===== config.mk =====
export PLATFORM = sky130hd
export DESIGN_NAME = rv32i_hazard_ctrl
export DESIGN_NICKNAME = d
export VERILOG_FILES = /design/src/rtl/rv32i_hazard_ctrl.sv
export SDC_FILE = /design/constraint.sdc
export NUM_CORES = 1
export LEC_CHECK = 0
export CAP_MARGIN = 20
export CORE_UTILIZATION = 44
export CTS_BUF_LIST = sky130_fd_sc_hd__clkbuf_4
export CTS_CLUSTER_DIAMETER = 100
export DETAILED_ROUTE_END_ITERATION = 10
export DONT_BUFFER_PORTS = 1
export SLEW_MARGIN = 25
export SYNTH_ARGS = -nofsm -noshare
export SYNTH_HDL_FRONTEND = slang
export SYNTH_SLANG_ARGS = --single-unit

===== constraint.sdc =====
create_clock -name clk -period 3.02 [get_ports clk]
set_input_delay 0.604 -clock clk [delete_from_list [all_inputs] [get_ports clk]]
set_output_delay 0.604 -clock clk [all_outputs]
set_load 0.01 [all_outputs]

===== src/rtl/rv32i_hazard_ctrl.sv =====
// Hazard sequencer for the rv32i 5-stage pipeline: load-use stalls,
// jump/branch squash, EBREAK halt/resume and saturating debug counters.
module rv32i_hazard_ctrl #(
    parameter int LOAD_USE_STALL = 1,
    parameter int FLUSH_DEPTH    = 1,
    parameter int CNT_W          = 16
) (
    input  logic             clk,
    input  logic             reset,
    input  logic [31:0]      id_iw,
    input  logic [31:0]      ex_iw,
    input  logic             jump_en,
    input  logic             halt_clr,
    output logic             if_stall,
    output logic             id_stall,
    output logic             ex_bubble,
    output logic             if_flush,
    output logic             halted,
    output logic [CNT_W-1:0] stall_cnt,
    output logic [CNT_W-1:0] flush_cnt
);

    localparam int MAXV = (LOAD_USE_STALL > FLUSH_DEPTH) ?
                          LOAD_USE_STALL : FLUSH_DEPTH;
    localparam int DW = (MAXV > 0) ? $clog2(MAXV + 1) : 1;
    localparam logic [DW-1:0] LU_LD = DW'(LOAD_USE_STALL - 1);
    localparam logic [DW-1:0] FL_LD = DW'(FLUSH_DEPTH - 1);
    localparam logic [31:0] EBREAK = 32'h0010_0073;

    typedef enum logic [1:0] {RUN, STALL, FLUSH, HALT} state_e;

    state_e           state_q, state_d;
    logic [DW-1:0]    cnt_q, cnt_d;
    logic             skip_q, skip_d;
    logic [31:0]      prev_q;
    logic [CNT_W-1:0] stall_cnt_q, stall_cnt_d;
    logic [CNT_W-1:0] flush_cnt_q, flush_cnt_d;

    logic [6:0] ex_op, id_op;
    logic [4:0] rd;
    logic       rs1_use, rs2_use;
    logic       lu_hit, ebrk;
    logic       stall, flush;

    always_comb begin
        ex_op   = ex_iw[6:0];
        id_op   = id_iw[6:0];
        rd      = ex_iw[11:7];
        rs1_use = !(id_op inside {7'b0110111, 7'b0010111, 7'b1101111});
        rs2_use = id_op inside {7'b0110011, 7'b0100011, 7'b1100011};
        lu_hit  = (ex_op == 7'b0000011) && (rd != 5'd0) &&
                  (((rd == id_iw[19:15]) && rs1_use) ||
                   ((rd == id_iw[24:20]) && rs2_use));
        // A resumed EBREAK stays masked until ID sees a different word.
        ebrk    = (id_iw == EBREAK) && !(skip_q && (id_iw == prev_q));
    end

    always_comb begin
        state_d = state_q;
        cnt_d   = cnt_q;
        skip_d  = skip_q && (id_iw == prev_q);
        stall   = 1'b0;
        flush   = 1'b0;
        unique case (state_q)
            RUN: begin
                if (ebrk) begin
                    stall   = 1'b1;
                    state_d = HALT;
                end else if (lu_hit) begin
                    stall = 1'b1;
                    cnt_d = LU_LD;
                    if (LOAD_USE_STALL > 1) state_d = STALL;
                end else if (jump_en) begin
                    flush = 1'b1;
                    if (FLUSH_DEPTH > 0) begin
                        state_d = FLUSH;
                        cnt_d   = FL_LD;
                    end
                end
            end
            STALL: begin
                stall = 1'b1;
                if (cnt_q <= DW'(1)) begin
                    state_d = RUN;
                    cnt_d   = '0;
                end else begin
                    cnt_d = cnt_q - DW'(1);
                end
            end
            FLUSH: begin
                flush = 1'b1;
                if (cnt_q == '0) state_d = RUN;
                else             cnt_d = cnt_q - DW'(1);
            end
            HALT: begin
                stall = 1'b1;
                if (halt_clr) begin
                    state_d = RUN;
                    skip_d  = 1'b1;
                end
            end
            default: state_d = RUN;
        endcase
    end

    assign if_stall  = reset & stall;
    assign id_stall  = reset & stall;
    assign ex_bubble = reset & stall;
    assign if_flush  = reset & flush;
    assign halted    = (state_q == HALT);
    assign stall_cnt = stall_cnt_q;
    assign flush_cnt = flush_cnt_q;

    always_comb begin
        stall_cnt_d = stall_cnt_q;
        flush_cnt_d = flush_cnt_q;
        if (id_stall && (stall_cnt_q != '1))
            stall_cnt_d = stall_cnt_q + CNT_W'(1);
        if (if_flush && (flush_cnt_q != '1))
            flush_cnt_d = flush_cnt_q + CNT_W'(1);
    end

    always_ff @(posedge clk or negedge reset) begin
        if (!reset) begin
            state_q     <= RUN;
            cnt_q       <= '0;
            skip_q      <= 1'b0;
            prev_q      <= '0;
            stall_cnt_q <= '0;
            flush_cnt_q <= '0;
        end else begin
            state_q     <= state_d;
            cnt_q       <= cnt_d;
            skip_q      <= skip_d;
            prev_q      <= id_iw;
            stall_cnt_q <= stall_cnt_d;
            flush_cnt_q <= flush_cnt_d;
        end
    end

endmodule

After elaboration in Yosys (flattened, before gate mapping)
Cells that the tools add are included.

Flip-flop bits (word level): 68. Output and inout port bits: 37. Input bits: 68.

Bitwise operators: 2. Reduce and logical (&&, ||, !) cells: 19. Mux-type cells: 22. Add/sub/neg operators: 3. Magnitude comparators: 1. Equality and inequality tests: 23.

Operators with widths (count): 16-bit by 1-bit adder with 16-bit output (second input constant) (2); 32-bit by 21-bit == test with 1-bit output (second input constant) (1); 32-bit == test (1); 16-bit != test (second input constant) (2); 7-bit by 6-bit == test with 1-bit output (second input constant) (3); 7-bit == test (second input constant) (2); 1-bit 2-to-1 mux (12); 2-bit 2-to-1 mux (6); 5-bit == test (2); 3-bit != test (second input constant) (3); 3-bit nonzero test (3); 1-bit logical AND (8); 2-bit != test (second input constant) (4); 2-bit one-hot mux with 4 select lines (1); 7-bit by 2-bit == test with 1-bit output (second input constant) (1); 7-bit by 5-bit == test with 1-bit output (second input constant) (1); 5-bit AND reduction (1); 5-bit nonzero test (1); 2-bit == test (second input constant) (2); 1-bit one-hot mux with 2 select lines (2); 1-bit one-hot mux with 3 select lines (1); 3-bit AND reduction (1); 1-bit bitwise AND (2); 2-bit by 1-bit == test with 1-bit output (second input constant) (1); other kinds (6) (7).

Depth between registers and ports, before layout
Depth after elaboration: 11. Gate-level depth with buffers: 8. Gate-level depth less buffers: 7.

Worst setup path before layout
Ideal clock, no wire load.

Path type: input to output. From: input port id_iw[16]. To: output port id_stall. Path slack: -0.051 ns. Stages: 7. Arrival: 2.467 ns. Data required time: 2.416 ns. Buffers on the path: 2. Cells stage by stage: or4_1 > or4_4 > nor4_4 > nand2_1 > o211ai_2 > buf_4 > buf_4.

Word-level cells in the longest chain between the ends: 8.

RTL lines: start: declaration (RTL line 10) `input logic [31:0] id_iw,`; 5-bit == test (RTL line 52) `(((rd == id_iw[19:15]) && rs1_use) ||`; 1-bit logical AND (RTL line 52); 1-bit logical OR (RTL line 52); 1-bit logical AND (RTL line 51) `lu_hit = (ex_op == 7'b0000011) && (rd != 5'd0) &&`; 1-bit 2-to-1 mux (RTL line 69) `end else if (lu_hit) begin`; 1-bit 2-to-1 mux (*) (RTL line 66) `if (ebrk) begin`; 1-bit one-hot mux with 2 select lines (*) (RTL line 64) `unique case (state_q)`; 1-bit bitwise AND (*); end: declaration (RTL line 15) `output logic id_stall,`.

Mark *: on every way between the ends. The rest lies on a longest branch, timed or not.

Worst setup path in the final report
From: input port id_iw[16]. To: output port if_flush.

Word-level cells in the longest chain between the ends: 8.

RTL lines: 5-bit == test (RTL line 52); 1-bit logical AND (RTL line 52); 1-bit logical OR (RTL line 52); 1-bit logical AND (RTL line 51); 1-bit 2-to-1 mux (RTL line 69); 1-bit 2-to-1 mux (*) (RTL line 66); 1-bit one-hot mux with 2 select lines (*) (RTL line 64); 1-bit bitwise AND (*) (RTL line 109) `assign if_flush = reset & flush;`; end: declaration (RTL line 17) `output logic if_flush,`.

Marked as above.

==> qor.csv <==
metric,value,unit
crit start category,input port,
r2r setup slk,570,ps
DRC errors left,0,
Initial DRT Pass Iterations,4,
die area,7764,µm²
grt total ovfl,0,
Worst IR Drop VDD,0.0003019,V
initial antenna violation count,0,
Die X,88.12,µm
crit path max fanout,5,
Mapped Area,3263,µm²
worst path arrival time,2330,ps
post-synth top area share,0.5138,
outcome,finished clean,
remaining antenna violation count after routing,0,
# rows,31,
dpl hpwl,5.079,mm
# port buffers,0,
hold crit path type,in2async,
routability cong.,0.7889,
r2r startpoint,prev_q[30]$_DFF_PN0_,
Power Density,538.9,nW/µm²
reg-to-reg endpoint,flush_cnt[12]$_DFFE_PN0P_,
largest net degree at the start of global routing,68,
Die Y,88.12,µm
most area-hungry cell type in the Yosys netlist,dfrtp_1,
"Clk Latency, worst-skew pair",420,ps
Initial Utilization,0.4523,
first-pass GRT wire length,10.85,mm
layout filler cell count,688,
max_slew headroom,0.6175,
drt wl/cell,17.49,µm
number of DRC markers in iteration 0,47,
diode count,0,
CTS tree,yes,
Mapped Nets,358,
Yosys Warn Count,0,
Worst-path clk slew,120,ps
Nets,374,
Via density,5.471,
Netlist cell types,43,
Synth area leaders,"dfrtp_1 51%, xor2_1 10%, xnor2_1 8.3%",
Core Footprint,7214,µm²
# setup viols final,0,
Total Routed Length,7.135,mm
critical path class,in2out,
Tcrit/Tclk final,0.9707,
number of hold violations in the final report,0,
CP endpoint kind,output port,
max-cap violation count,0,
Yosys reg bits,67,
worst reg-to-reg path cell count,9,
Register Area,1677,µm²
cts bufs inserted,9,
Mean Syn Cell Area,11.33,µm²
all-layer global routing usage,0.1897,
clock period minus final worst setup slack,2931,ps
fin util,0.5026,
number of enable flip-flop cells after synthesis,0,
Slew @ Worst Pin,566.3,ps
Vias,2232,
Lkg Pwr,1.484,nW
CTS H-Tree Depth,3,
RSZ-0062 raised after global routing,no,
fmax,341.1,MHz
"Async S/R FF share, synth",1.000,
Post-Synthesis Cells,288,
area grow syn2layout,11.12,%
"leading cell types in the layout, fill and taps excluded","67 x dfrtp_1, 39 x xor2_1, 31 x xnor2_1, 26 x nand2_1, 22 x nor4_1",
clk sinks,67,
register area share after synthesis,0.5138,
Worst Skew,17.46,ps
Setup TNS,0,ps
Root Driver,clkbuf_4,
vias in the first global route,2170,
Max Buffers Root-to-Sink,2,
"most common cell after layout, fill and taps aside",dfrtp_1,
Multi-input gate area,1550,µm²
"Primary FF master, synth",dfrtp_1,
max-slew violations,0,
share of layout cells above drive strength 1,0.1294,
I/O pin cnt,105,
WP data required,2420,ps
cells by family after synthesis:
kind of cell	synth area share
and+or+nand+nor	0.2316
xor gates and xnor gates	0.1879
DFF	0.5138
AOI/OAI and AO/OA	0.02914
buffers and inverters	0.01495
muxes	0.01495
adders and majority gates	0.007667
worst max-delay path by stage:
stage                     startpoint  endpoint  slack, ps
after floorplan            id_iw[16]  if_flush         50
after global placement     id_iw[16]  if_flush         50
after detailed placement    ex_iw[4]  if_flush          4
after CTS                  id_iw[16]  if_flush         50
after global routing       id_iw[16]  if_flush          2
final                      id_iw[16]  if_flush         90
metal layers:
layer	routed length (µm)	track usage	share of wire
met5	0	0	0
met4	146	0.09531	0.020
met3	515	0.06315	0.072
met2	3445	0.2995	0.48
met1	3028	0.2331	0.42
state kept, by name, indices dropped and copies added (netlist names):
register	flops
prev_q	32
flush_cnt	16
stall_cnt	16
state_q	2
skip_q	1
metrics by stage:
| stage | area (µm²) | setup WS, ps | hold WS (ps) | total power, mW | instances |
|---|---|---|---|---|---|
| final | 3626 | 88.51 | 51.16 | 1.954 | 408 |
| after global routing | 3626 | 2.133 | 64.46 | 2.042 | 408 |
| after CTS | 3612 | 49.60 | 49.99 | 1.970 | 407 |
| after detailed placement | 3418 | 3.922 | 311.9 | 1.271 | 390 |
| after global placement | 3418 | 49.34 | 312.0 | 1.267 | 390 |
| after floorplan | 3267 | 45.16 | 308.4 | 1.222 | 288 |
area by class of cell:
class,instances,share of cell area
multi-input combinational,213,0.4275
clock buffer,9,0.01863
sequential,67,0.4624
inverter,4,0.004141
timing repair buffer,9,0.02761
clock inverter,7,0.02553
tap,99,0.03416
what timing repair did:
item / 4_1_cts / 5_1_grt
endpoints found under the setup margin: 1 / 4
pin swaps: 0 / 0
hold buffers: 1 / 0
buffers inserted: 0 / 1
hold endpoints to repair: 67 / 0
gates resized for setup: 1 / 1
gates cloned: 0 / 0
cell usage after synthesis, drive strengths merged (2+ instances only):
cell,instances
nor4,28
xor2,39
ha,2
inv,4
and3,4
or4,3
buf,4
o31ai,2
o211ai,2
mux2,4
nand4b,3
nand2b,3
nor2b,2
nor2,6
nand4,7
nand3,18
dfrtp,67
xnor2,31
nor4b,5
nor3,14
nand2,26
worst max-delay path, cell delays in order:
cell,delay (ps)
or4_1,520
or4_4,450
nor4_4,200
nor4_2,110
a221oi_4,300
inv_1,140
power breakdown:
group	leakage, nW	internal, mW	switching (mW)
Clock	0.0796	0.332	0.345
Sequential	0.836	0.968	0.102
Combinational	0.568	0.104	0.103
No activity file was read; power rests on OpenSTA's default activity.
